File: src/rtl/i2c_target_rx.sv
`default_nettype none
// ============================================================================
//  Module   : i2c_target_rx
//  Purpose  : Write-only I2C target. Oversamples SCL/SDA on clk_i, detects
//             START/STOP, matches a 7-bit address, drives ACK on SDA and
//             delivers each received data byte on a one-cycle strobe.
//  Options  : I2C_CTRL_DECODE_EN - decode SSD1306 control bytes (Co, D/C#)
//             and tag payload bytes through rx_is_data_o.
//  Revision : 1.0 - initial release
// ============================================================================
module i2c_target_rx #(
   parameter logic [6:0]  TARGET_ADDR = 7'h3C,
   parameter int unsigned SYNC_STAGES = 2
) (
   input  logic       clk_i,
   input  logic       rst_ni,
   input  logic       scl_i,
   input  logic       sda_i,
   output logic       sda_oe_o,
   input  logic       nack_req_i,
   output logic [7:0] rx_data_o,
   output logic       rx_valid_o,
   output logic       rx_first_o,
   output logic       rx_is_data_o,
   output logic       busy_o,
   output logic       start_det_o,
   output logic       stop_det_o
);

   localparam logic [2:0] S_IDLE     = 3'd0;
   localparam logic [2:0] S_ADDR     = 3'd1;
   localparam logic [2:0] S_ADDR_ACK = 3'd2;
   localparam logic [2:0] S_DATA     = 3'd3;
   localparam logic [2:0] S_DATA_ACK = 3'd4;
   localparam logic [2:0] S_IGNORE   = 3'd5;

   logic [SYNC_STAGES-1:0] scl_sync_q;
   logic [SYNC_STAGES-1:0] sda_sync_q;
   logic                   scl_prev_q;
   logic                   sda_prev_q;

   logic [2:0] state_q;
   logic [2:0] state_d;
   logic [2:0] bit_cnt_q;
   logic [7:0] shift_q;
   logic       oe_q;
   logic       byte_done_q;
   logic       first_q;
   logic       busy_q;
   logic [7:0] rx_data_q;
   logic       rx_valid_q;
   logic       rx_first_q;
   logic       rx_is_data_q;
   logic       start_det_q;
   logic       stop_det_q;

   logic w_scl;
   logic w_sda;
   logic w_scl_rise;
   logic w_scl_fall;
   logic w_start;
   logic w_stop;
   logic w_byte_full;
   logic w_addr_hit;
   logic w_addr_miss;
   logic w_ack_on;
   logic w_ack_off;
   logic w_deliver;
   logic w_drop;
   logic w_is_data;

   // Synchronize the pad inputs and keep one previous sample for edge detect
   always_ff @(posedge clk_i or negedge rst_ni) begin
      if (!rst_ni) begin
         scl_sync_q <= '1;
         sda_sync_q <= '1;
         scl_prev_q <= 1'b1;
         sda_prev_q <= 1'b1;
      end else begin
         scl_sync_q <= {scl_sync_q[SYNC_STAGES-2:0], scl_i};
         sda_sync_q <= {sda_sync_q[SYNC_STAGES-2:0], sda_i};
         scl_prev_q <= scl_sync_q[SYNC_STAGES-1];
         sda_prev_q <= sda_sync_q[SYNC_STAGES-1];
      end
   end

   assign w_scl       = scl_sync_q[SYNC_STAGES-1];
   assign w_sda       = sda_sync_q[SYNC_STAGES-1];
   assign w_scl_rise  = w_scl & ~scl_prev_q;
   assign w_scl_fall  = ~w_scl & scl_prev_q;
   // SDA may only move while SCL is high for bus conditions
   assign w_start     = w_scl & scl_prev_q & sda_prev_q & ~w_sda;
   assign w_stop      = w_scl & scl_prev_q & ~sda_prev_q & w_sda;
   assign w_byte_full = w_scl_rise && (bit_cnt_q == 3'd7);

   // FSM state register
   always_ff @(posedge clk_i or negedge rst_ni) begin
      if (!rst_ni) begin
         state_q <= S_IDLE;
      end else begin
         state_q <= state_d;
      end
   end

   // FSM next-state logic and per-cycle action decode
   always_comb begin
      state_d     = state_q;
      w_addr_hit  = 1'b0;
      w_addr_miss = 1'b0;
      w_ack_on    = 1'b0;
      w_ack_off   = 1'b0;
      w_deliver   = 1'b0;
      w_drop      = 1'b0;
      if (w_start) begin
         state_d = S_ADDR;
      end else if (w_stop) begin
         state_d = S_IDLE;
      end else begin
         case (state_q)
            S_ADDR: begin
               // Address byte is the 7 bits already shifted plus R/W on this rise
               if (w_byte_full) begin
                  if ((shift_q[6:0] == TARGET_ADDR) && !w_sda) begin
                     w_addr_hit = 1'b1;
                     state_d    = S_ADDR_ACK;
                  end else begin
                     w_addr_miss = 1'b1;
                     state_d     = S_IGNORE;
                  end
               end
            end
            S_ADDR_ACK: begin
               // First fall ends the 8th clock (drive ACK), second ends the 9th
               if (w_scl_fall) begin
                  if (!oe_q) begin
                     w_ack_on = 1'b1;
                  end else begin
                     w_ack_off = 1'b1;
                     state_d   = S_DATA;
                  end
               end
            end
            S_DATA: begin
               if (w_scl_fall && byte_done_q) begin
                  if (!nack_req_i) begin
                     w_deliver = 1'b1;
                     state_d   = S_DATA_ACK;
                  end else begin
                     w_drop  = 1'b1;
                     state_d = S_IGNORE;
                  end
               end
            end
            S_DATA_ACK: begin
               if (w_scl_fall) begin
                  w_ack_off = 1'b1;
                  state_d   = S_DATA;
               end
            end
            default: state_d = state_q;
         endcase
      end
   end

   // FSM outputs; a bus condition releases SDA in the cycle it is seen
   always_comb begin
      sda_oe_o     = oe_q & ~(w_start | w_stop);
      rx_data_o    = rx_data_q;
      rx_valid_o   = rx_valid_q;
      rx_first_o   = rx_first_q;
      rx_is_data_o = rx_is_data_q;
      busy_o       = busy_q;
      start_det_o  = start_det_q;
      stop_det_o   = stop_det_q;
   end

   // Shift register, bit counter, ACK driver and receive strobes
   always_ff @(posedge clk_i or negedge rst_ni) begin
      if (!rst_ni) begin
         bit_cnt_q    <= 3'd0;
         shift_q      <= 8'h00;
         oe_q         <= 1'b0;
         byte_done_q  <= 1'b0;
         first_q      <= 1'b0;
         busy_q       <= 1'b0;
         rx_data_q    <= 8'h00;
         rx_valid_q   <= 1'b0;
         rx_first_q   <= 1'b0;
         rx_is_data_q <= 1'b0;
         start_det_q  <= 1'b0;
         stop_det_q   <= 1'b0;
      end else begin
         rx_valid_q   <= 1'b0;
         rx_first_q   <= 1'b0;
         rx_is_data_q <= 1'b0;
         start_det_q  <= w_start;
         stop_det_q   <= w_stop;
         if (w_start || w_stop) begin
            bit_cnt_q   <= 3'd0;
            byte_done_q <= 1'b0;
            oe_q        <= 1'b0;
            if (w_stop) begin
               busy_q <= 1'b0;
            end
         end else begin
            if (w_scl_rise && ((state_q == S_ADDR) || (state_q == S_DATA))) begin
               shift_q   <= {shift_q[6:0], w_sda};
               bit_cnt_q <= bit_cnt_q + 3'd1;
               if ((state_q == S_DATA) && (bit_cnt_q == 3'd7)) begin
                  byte_done_q <= 1'b1;
               end
            end
            if (w_addr_hit) begin
               busy_q <= 1'b1;
            end
            if (w_addr_miss) begin
               busy_q <= 1'b0;
            end
            if (w_ack_on) begin
               oe_q    <= 1'b1;
               first_q <= 1'b1;
            end
            if (w_ack_off) begin
               oe_q <= 1'b0;
            end
            if (w_deliver) begin
               oe_q         <= 1'b1;
               byte_done_q  <= 1'b0;
               rx_data_q    <= shift_q;
               rx_valid_q   <= 1'b1;
               rx_first_q   <= first_q;
               rx_is_data_q <= w_is_data;
               first_q      <= 1'b0;
            end
            if (w_drop) begin
               byte_done_q <= 1'b0;
               busy_q      <= 1'b0;
            end
         end
      end
   end

`ifdef I2C_CTRL_DECODE_EN
   logic ctrl_next_q;
   logic stream_q;
   logic dc_q;

   assign w_is_data = ctrl_next_q ? 1'b0 : dc_q;

   // Track whether the next byte is a control byte and the current D/C# tag
   always_ff @(posedge clk_i or negedge rst_ni) begin
      if (!rst_ni) begin
         ctrl_next_q <= 1'b1;
         stream_q    <= 1'b0;
         dc_q        <= 1'b0;
      end else if (w_ack_on && (state_q == S_ADDR_ACK)) begin
         ctrl_next_q <= 1'b1;
         stream_q    <= 1'b0;
         dc_q        <= 1'b0;
      end else if (w_deliver) begin
         if (ctrl_next_q) begin
            // Co = 0 turns the rest of the transfer into payload
            dc_q        <= shift_q[6];
            stream_q    <= ~shift_q[7];
            ctrl_next_q <= 1'b0;
         end else if (!stream_q) begin
            ctrl_next_q <= 1'b1;
         end
      end
   end
`else
   assign w_is_data = 1'b0;
`endif

endmodule
`default_nettype wire

File: config.mk
export PLATFORM = sky130hd
export DESIGN_NAME = i2c_target_rx
export DESIGN_NICKNAME = d
export VERILOG_FILES = /design/src/rtl/i2c_target_rx.sv
export SDC_FILE = /design/constraint.sdc
export NUM_CORES = 1
export LEC_CHECK = 0
export BUFFER_PORTS_ARGS = -buffer_cell sky130_fd_sc_hd__buf_2
export CORE_MARGIN = 3
export CORE_UTILIZATION = 30
export CTS_CLUSTER_DIAMETER = 120
export CTS_CLUSTER_SIZE = 30
export DETAILED_ROUTE_END_ITERATION = 10
export PLACE_DENSITY = 0.47
export RECOVER_POWER = 50
export SYNTH_ARGS = -nofsm -noshare
export SYNTH_HDL_FRONTEND = slang
export SYNTH_SLANG_ARGS = --single-unit
File: constraint.sdc
create_clock -name clk_i -period 2.17 [get_ports clk_i]
set_clock_uncertainty 0.1 [all_clocks]
set_input_delay 0.651 -clock clk_i [delete_from_list [all_inputs] [get_ports clk_i]]
set_output_delay 0.651 -clock clk_i [all_outputs]
set_load 0.005 [all_outputs]
# Word-level counts from Yosys, hierarchy flattened
# Index checks and enable logic that the tools add are counted.
# Widths: inputs -> output; s select.
# op_classes
add_sub_neg,1
eq_ne,12
mux,62
n_bitwise,15
reduce_logical,21
# op_table
cell,n
$mux 1,50
$mux 3,10
$ne 4x4->1 const B,5
$reduce_bool 4->1,4
$pmux 3 s4,1
$reduce_and 2->1,5
$and 1x1->1,8
$eq 7x6->1 const B,1
$eq 3x2->1 const B,2
$eq 3x3->1 const B,2
$not 1->1,6
$reduce_and 6->1,1
$reduce_bool 6->1,1
$logic_and 1x1->1,5
$reduce_bool 2->1,2
$add 3x1->3 const B,1
$eq 3x1->1 const B,1
$logic_or 1x1->1,2
$ne 2x2->1 const B,1
$pmux 1 s2,1
$logic_not 1->1,1
$or 1x1->1,1
# totals
regBits,36
in_bits,5
out_inout_bits,15

# Logic depth before layout (Yosys ltp)
# Gate-level depths: netlist of the first run.
# depth
depth_word,11
depth_mapped,7

# Worst setup path after synthesis of the first run
# No wires, ideal clock.
# synth_path
path_type,reg-to-reg
from,register bit_cnt_q[0]
to,register state_q[0]
setup_time_ns,0.128
arrival_ns,1.622
t_required_ns,1.942
path_slack_ns,0.321
stages_incl_launch_ff,8
path_buffers,0
period_less_slack_ns,1.849
cell_sequence,dfrtp_1 > ha_1 > ha_1 > nor2b_1 > nand3_1 > a221oi_1 > a311oi_1 > mux2_1
# synth_between
elab_chain_len,4
# synth_lines
element,line,source
"start, declared",44,logic [2:0] bit_cnt_q;
"start signal, assigned",208,bit_cnt_q <= bit_cnt_q + 3'd1;
$eq 3x3->1,94,assign w_byte_full = w_scl_rise && (bit_cnt_q == 3'd7);
$logic_and 1x1->1,94,
$ne 4x4->1 (no source line),-,
$reduce_and 6->1 (no source line),-,
"end signal, assigned",101,state_q <= state_d;
"end, declared",42,logic [2:0] state_q;
# No other way between the ends.
# A chain may end at the register's enable or synchronous reset.

# Final worst setup path of the first run
# layout_path
from,register sda_sync_q[1]
to,output sda_oe_o
# layout_between
elab_chain_len,5
# layout_lines
element,line,source
"start, declared",38,logic [SYNC_STAGES-1:0] sda_sync_q;
"start signal, assigned",81,"sda_sync_q <= {sda_sync_q[SYNC_STAGES-2:0], sda_i};"
$not 1->1,92,assign w_start = w_scl & scl_prev_q & sda_prev_q & ~w_sda;
$and 1x1->1,92,
$or 1x1->1 *,167,sda_oe_o = oe_q & ~(w_start | w_stop);
$not 1->1 *,167,
$and 1x1->1 *,167,
"end, declared",19,"output logic sda_oe_o,"
# Every way passes the cells marked *; elsewhere a longest branch is shown, timed or not.

==> results of run 1 <==
==> repair_timing <==
| action | in CTS | in global routing |
|---|---|---|
| hold buffers | 0 | 0 |
| setup buffers | 1 | 1 |
| pin swaps | 0 | 1 |
| setup endpoints to repair | 1 | 1 |
| gates resized for setup | 1 | 2 |
==> stage by stage <==
| step | util (%) | cell area (sq um) |
|---|---|---|
| 6_report | 38.57 | 1894 |
| 3_3_place_gp | 36.00 | 1768 |
| 4_1_cts | 38.22 | 1877 |
| 2_1_floorplan | - | 1578 |
| 3_5_place_dp | 36.00 | 1768 |
| 5_1_grt | 38.57 | 1894 |
==> layout make-up <==
| type | count | area, sq um | area share [%] |
|---|---|---|---|
| sequential | 36 | 908.4 | 47.95 |
| clock buffer | 7 | 86.33 | 4.557 |
| multi-input combinational | 82 | 645.6 | 34.08 |
| inverter | 2 | 7.507 | 0.3963 |
| tap | 67 | 83.83 | 4.425 |
| timing repair buffer | 25 | 155.1 | 8.190 |
| clock inverter | 1 | 7.507 | 0.3963 |
==> Yosys cell counts (2+ instances only) <==
cell type / instances
a22o_1: 2
buf_4: 2
nor3_1: 2
a211oi_1: 2
a221oi_1: 2
nor4b_1: 2
nor3b_1: 2
mux2_1: 3
nor2_1: 9
dfrtp_1: 30
nand2_1: 6
dfstp_2: 6
nand2b_1: 4
ha_1: 2
nand3_1: 2
a31oi_1: 2
buf_2: 3
nor2b_1: 4
inv_1: 2
mux2_2: 16
o21ai_0: 5
==> layout by cell type (no fill, tap or decap), types with 2 or more instances in the layout <==
master	instances
buf_4	6
a31oi_1	2
clkbuf_8	6
nor3b_1	2
buf_2	18
nand2_1	5
nor4b_1	2
a221oi_1	2
nand3_1	2
nand2b_4	2
ha_1	2
dfstp_2	6
mux2_2	16
nor2_1	9
dfrtp_1	30
o21ai_0	5
a22o_1	2
inv_1	2
mux2_1	3
nor2b_1	4
nor3_1	2
nand2b_1	2
a211oi_1	2
==> cell families (layout without fill, tap and decap cells) <==
| group | count (synthesis) | after routing | share of synthesized area (%) |
|---|---|---|---|
| buffers and inverters | 8 | 35 | 2.616 |
| AND/OR/NAND/NOR | 39 | 39 | 14.35 |
| adder cells (fa/ha/maj) | 2 | 2 | 1.586 |
| other | 1 | 1 | 0.2377 |
| flip-flops | 36 | 36 | 57.57 |
| multiplexers | 19 | 19 | 13.56 |
| AO/OA/AOI/OAI | 21 | 21 | 10.07 |
==> layer usage <==
| metal | vias to the layer above | GRT usage, % | wire, um |
|---|---|---|---|
| li1 | 507 | - | - |
| met1 | 525 | 13.79 | 1371 |
| met2 | 27 | 16.72 | 1444 |
| met3 | 5 | 3.555 | 139 |
| met4 | 0 | 4.720 | 36 |
| met5 | - | 0 | 0 |
==> state kept, by name (all words and copies together) (netlist names) <==
register     count
oe_q             1
start_det_o      1
first_q          1
rx_first_o       1
busy_o           1
state_q          3
scl_sync_q       2
sda_sync_q       2
byte_done_q      1
scl_prev_q       1
sda_prev_q       1
rx_valid_o       1
bit_cnt_q        3
stop_det_o       1
rx_data_o        8
shift_q          8
==> how the worst max path moves through the flow <==
stage,endpoint,slack (ns),from
floorplan,state_q[0],0.32,bit_cnt_q[0]
global placement,sda_oe_o,0.20,scl_sync_q[1]
detailed placement,sda_oe_o,0.21,scl_sync_q[1]
CTS,sda_oe_o,0.004,scl_sync_q[1]
global route,sda_oe_o,-0.03,sda_sync_q[1]
finish,sda_oe_o,0.05,sda_sync_q[1]
==> power breakdown <==
group / leakage (nW) / switching [mW] / internal (mW) / total, mW
logic: 0.372 / 0.173 / 0.218 / 0.391
clock network: 0.0445 / 0.238 / 0.258 / 0.496
registers: 0.452 / 0.133 / 0.821 / 0.954
total: 0.869 / 0.544 / 1.30 / 1.84
==> critical path: cells and delay by family, from the launching register on <==
| family | cells | cell delay [ns] |
|---|---|---|
| simple gates | 2 | 0.30 |
| flops | 1 | 0.60 |
| buf+inv | 1 | 0.13 |
| compound gates | 1 | 0.06 |
==> out/results.md, run 1 <==
• cell type of the slowest stage on the worst timing path: dfstp_2
• total I/O pin count: 20
• Final TNS setup: 0 ns
• final-stage net count: 159
• Die Footprint: 6165 sq um
• depth of the worst register-to-register path: 5
• final-report hold violation count: 0
• library cell occupying the most area in the post-synthesis netlist: dfrtp_1
• number of buffers created by CTS: 5
• count of state elements after synthesis: 36
• Wirelength per Cell: 13.60 um
• antenna violations before repair: 0
• worst hold start: scl_sync_q[0]
• synthesized area divided by synthesized cell count: 12.52 sq um
• wire length of the first global-routing pass: 5.126 mm
• Ant. Diodes: 0
• required time worst endpoint: 1.42 ns
• number of global-route vias before repair: 1049
• type of element capturing the critical path: output port
• vias per inst: 4.836
• cell count of the worst hold path: 0
• number of instances in the synthesized netlist: 126
• overall via count from detail_route: 1064
• quantity of I/O buffers inserted on ports: 18
• Max Cap Viol: 0
• Overall Power: 1.841 mW
• Arr. time, crit path: 1.37 ns
• placer congestion estimate: 0.7327
• final cell count without fillers: 220
• TritonCTS clock tree: built
• RSZ-0062 raised after global routing: true
• Setup-failing EPs final: 0
• DR pass1 iterations: 4
• fraction of final layout cells sized beyond drive strength 1: 39.87%
• post-synthesis cell type count: 39
• area delta synth->final: 20.06%
• Worst R2R Start: scl_sync_q[1]
• placeable core region: 4911 sq um
• final critical delay including setup and external delays: 2.118 ns
• number of synthesis warnings: 0
• final routed wirelength across all metal layers: 2.992 mm
• startpoint types: flip-flop
• Final ANT Viol Nets: 0
• run status: complete, no violations
• least setup slack across all paths after layout: 0.05217 ns
• Max Slew Vio Count: 0
• total global routing overflow: 0
• delay of the slowest critical-path stage: 0.60 ns
• minimum hold slack: 0.2580 ns
• maximum vdd drop: 0.0004780 V
• number of violations reported at the end of detailed-routing iteration 0: 62
• Placed Cells: 210
• Leak: 0.8685 nW
• total track usage: 10.83%
• clock root buffer master: clkbuf_8
• htree depth: 2
• setup slack on the worst flop-to-flop path: 0.21 ns
• starting density of the core: 32.13%
• die width: 78.52 um
• top_reg_cell synth: dfrtp_1
• top area cells in the synthesized netlist: dfrtp_1 48%, mux2_2 11%, dfstp_2 10%
• Worst Hold Endpoint: scl_sync_q[1]
• fraction of the yosys area taken by sequential cells: 57.57%
• clock-pin slew on the worst setup and hold paths: 0.07 ns
• timing-limited maximum frequency: 472.2 MHz
• Post-Syn Nets: 133
• height of the die: 78.52 um
• number of cell rows: 25
• EDFF count, synth: 0
• worst setup timing slack at the placement stage: 0.2115 ns
• filler cell count: 478
• critical path, cell by cell: nand2b_4 -> a21oi_4 -> nor2b_2 -> buf_2
• share of the synthesized area in the top cell type: 47.58%
• Longest Clk Path Bufs: 2
• HPWL after detailed placement: 2.071 mm
• Worst Setup Path Type: flip-flop to output port
• power per unit of standard cell area: 971.8 nW/um^2
• # clock sinks: 36
• netlist area before placement: 1578 sq um
• post-detailed-route DRC marker count: 0
• maximum fanout count along the critical path: 5
• Hold WC Path Type: flip-flop to flip-flop
• FFs w/ async S/R, synth: 100.0%
• clock latency reported for the late side of the worst-skew pair: 0.29 ns
• period utilization: 97.60%
• Reg2Reg Capture Point: state_q[0]
• maximum number of pins on one net before global-route repair: 37
Note: power is estimated with default switching activity, not from simulation.
==> run 2, diff against run 1 <==
--- a/config.mk
+++ b/config.mk
@@ -8,6 +8,7 @@
 export BUFFER_PORTS_ARGS = -buffer_cell sky130_fd_sc_hd__buf_2
 export CORE_MARGIN = 3
 export CORE_UTILIZATION = 30
+export CTS_BUF_LIST = sky130_fd_sc_hd__clkbuf_4
 export CTS_CLUSTER_DIAMETER = 120
 export CTS_CLUSTER_SIZE = 30
 export DETAILED_ROUTE_END_ITERATION = 10
==> run 2 against run 1 <==
- worst hold slack improved by 0.0067 ns
- core utilization decreased by 0.051 points
- final area decreased by 0.13%
- critical path type unchanged
==> out/results.md, run 2 (synthesized netlist as in run 1, its figures left out) <==
• Setup-failing EPs final: 0, unchanged
• post-detailed-route DRC marker count: 0, unchanged
• timing-limited maximum frequency: 472.1 MHz, about the same
• total track usage: 11.39%, +0.56 points
• clock root buffer master: clkbuf_4
• startpoint types: flip-flop
• HPWL after detailed placement: 2.071 mm, unchanged
• number of global-route vias before repair: 1067, +1.7%
• total of hold buffers inserted after clock tree synthesis: 0, unchanged
• depth of the worst register-to-register path: 6, +1
• Ant. Diodes: 0, unchanged
• Arr. time, crit path: 1.37 ns, about the same
• sequential cell area: 908.4 sq um, unchanged
• Max Cap Viol: 0, unchanged
• Final ANT Viol Nets: 0, unchanged
• final-report hold violation count: 0, unchanged
• required time worst endpoint: 1.42 ns, about the same
• run status: complete, no violations
• total global routing overflow: 0, unchanged
• combined area of the multi-input logic cells: 645.6 sq um, unchanged
• Worst Hold Endpoint: sda_sync_q[1]
• worst hold start: sda_sync_q[0]
• Worst Setup Path Type: flip-flop to output port
• Hold WC Path Type: flip-flop to flip-flop
• placeable core region: 4911 sq um, unchanged
• cell count of the worst hold path: 0, unchanged
• height of the die: 78.52 um, unchanged
• final critical delay including setup and external delays: 2.118 ns, +0.0003023 ns
• placer congestion estimate: 0.7327, unchanged
• # clock sinks: 36, unchanged
• starting density of the core: 32.13%, unchanged
• Longest Clk Path Bufs: 2, unchanged
• setup slack on the worst flop-to-flop path: 0.12 ns, -0.09 ns
• Wirelength per Cell: 13.57 um, -0.20%
• filler cell count: 492, +2.9%
• Clock Power Share: 21.0%, -5.9 points
• die width: 78.52 um, unchanged
• Overall Power: 1.710 mW, -7.1%
• type of element capturing the critical path: output port
• maximum vdd drop: 0.0003909 V, -18%
• Critical Path Start: sda_sync_q[1]
• quantity of I/O buffers inserted on ports: 18, unchanged
• power per unit of standard cell area: 904.1 nW/um^2, -7.0%
• htree depth: 2, unchanged
• Reg2Reg Capture Point: state_q[0]
• wire length of the first global-routing pass: 5.292 mm, +3.2%
• maximum fanout count along the critical path: 3, -2
• final routed wirelength across all metal layers: 3.054 mm, +2.1%
• period utilization: 97.61%, about the same
• final-stage net count: 164, +3.1%
• most common cell after layout, fill and taps aside: dfrtp_1
• share of total power in combinational logic: 23.5%, +2.2 points
• slew at the pin closest to its max-slew limit: 0.8610 ns
• sw frac: 31.14%, +1.6 points
• DR pass1 iterations: 4, unchanged
• total I/O pin count: 20, unchanged
• Die Footprint: 6165 sq um, unchanged
• Final TNS setup: 0 ns, unchanged
• Worst R2R Start: scl_sync_q[1]
• Int Pwr: 1.178 mW, -9.2%
• Leak: 0.8762 nW, +0.88%
• number of violations reported at the end of detailed-routing iteration 0: 45, -27%
• relative slew slack: 42.60%
• maximum number of pins on one net before global-route repair: 37, unchanged
• clock latency reported for the late side of the worst-skew pair: 0.34 ns, +0.05 ns
• fraction of final layout cells sized beyond drive strength 1: 41.14%, +1.3 points
• antenna violations before repair: 0, unchanged
• vias per inst: 4.867, +0.63%
• area delta synth->final: 19.90%
• number of buffers created by CTS: 5, unchanged
• RSZ-0062 raised after global routing: true
• most frequent cells in the layout: 30 x dfrtp_1, 18 x buf_2, 16 x mux2_2
• overall via count from detail_route: 1095, +2.9%
• clock-pin slew on the worst setup and hold paths: 0.11 ns, +0.04 ns
• Psw: 0.5326 mW, -2.2%
• number of cell rows: 25, unchanged
• sequential fraction of design power: 55.5%, +3.7 points
• TritonCTS clock tree: built
• Max Slew Vio Count: 0, unchanged
==> run 2: power groups by stage <==
stage | clock, mW | sequential (mW) | combinational, mW
2_1_floorplan | 0 | 0.915 | 0.310
3_3_place_gp | 0 | 0.956 | 0.385
3_5_place_dp | 0 | 0.963 | 0.389
4_1_cts | 0.380 | 0.947 | 0.405
5_1_grt | 0.420 | 0.972 | 0.448
6_report | 0.360 | 0.948 | 0.402
==> run 2: how the worst max path moves through the flow <==
| stage | endpoint | slack (ns) | cells after the start |
|---|---|---|---|
| floorplan | state_q[0] | 0.32 | 7 |
| global placement | sda_oe_o | 0.20 | 4 |
| detailed placement | sda_oe_o | 0.21 | 4 |
| CTS | sda_oe_o | 0.01 | 4 |
| global route | sda_oe_o | -0.08 | 4 |
| finish | sda_oe_o | 0.05 | 4 |
==> run 2: routing by layer <==
layer	up-vias	track usage, %	routed length, um
li1	517	-	-
met1	541	14.31	1346
met2	33	16.81	1492
met3	4	4.931	177
met4	0	5.245	38
met5	-	0	0
==> run 2: cell type report <==
type,instances,area share (%)
clock buffer,6,2.381
clock inverter,2,0.5952
inverter,2,0.3968
multi-input combinational,82,34.13
sequential,36,48.02
tap,67,4.431
timing repair buffer,30,10.05
==> run 2: metrics by stage <==
stage          setup slack, ns  area (sq um)  hold slack, ns  utilization (%)  std cells
2_1_floorplan           0.3208          1578          0.2452                -        126
3_3_place_gp            0.2019          1768          0.2478            36.00        210
3_5_place_dp            0.2115          1768          0.2497            36.00        210
4_1_cts                0.01228          1879          0.2301            38.27        223
5_1_grt               -0.07642          1892          0.2549            38.52        225
6_report               0.05187          1892          0.2647            38.52        225
==> run 2: critical path, stage by stage, from the launching register on <==
cell      delay (ns)
dfstp_2         0.58
nand2b_4        0.14
a21oi_4         0.06
nor2b_2         0.12
buf_2           0.12
==> run 2: repair_timing <==
action                     in CTS  in global routing
setup endpoints to repair       1                  2
hold endpoints to repair        0                  0
pin swaps                       0                  2
gates resized for setup         3                  0
buffers inserted                5                  2
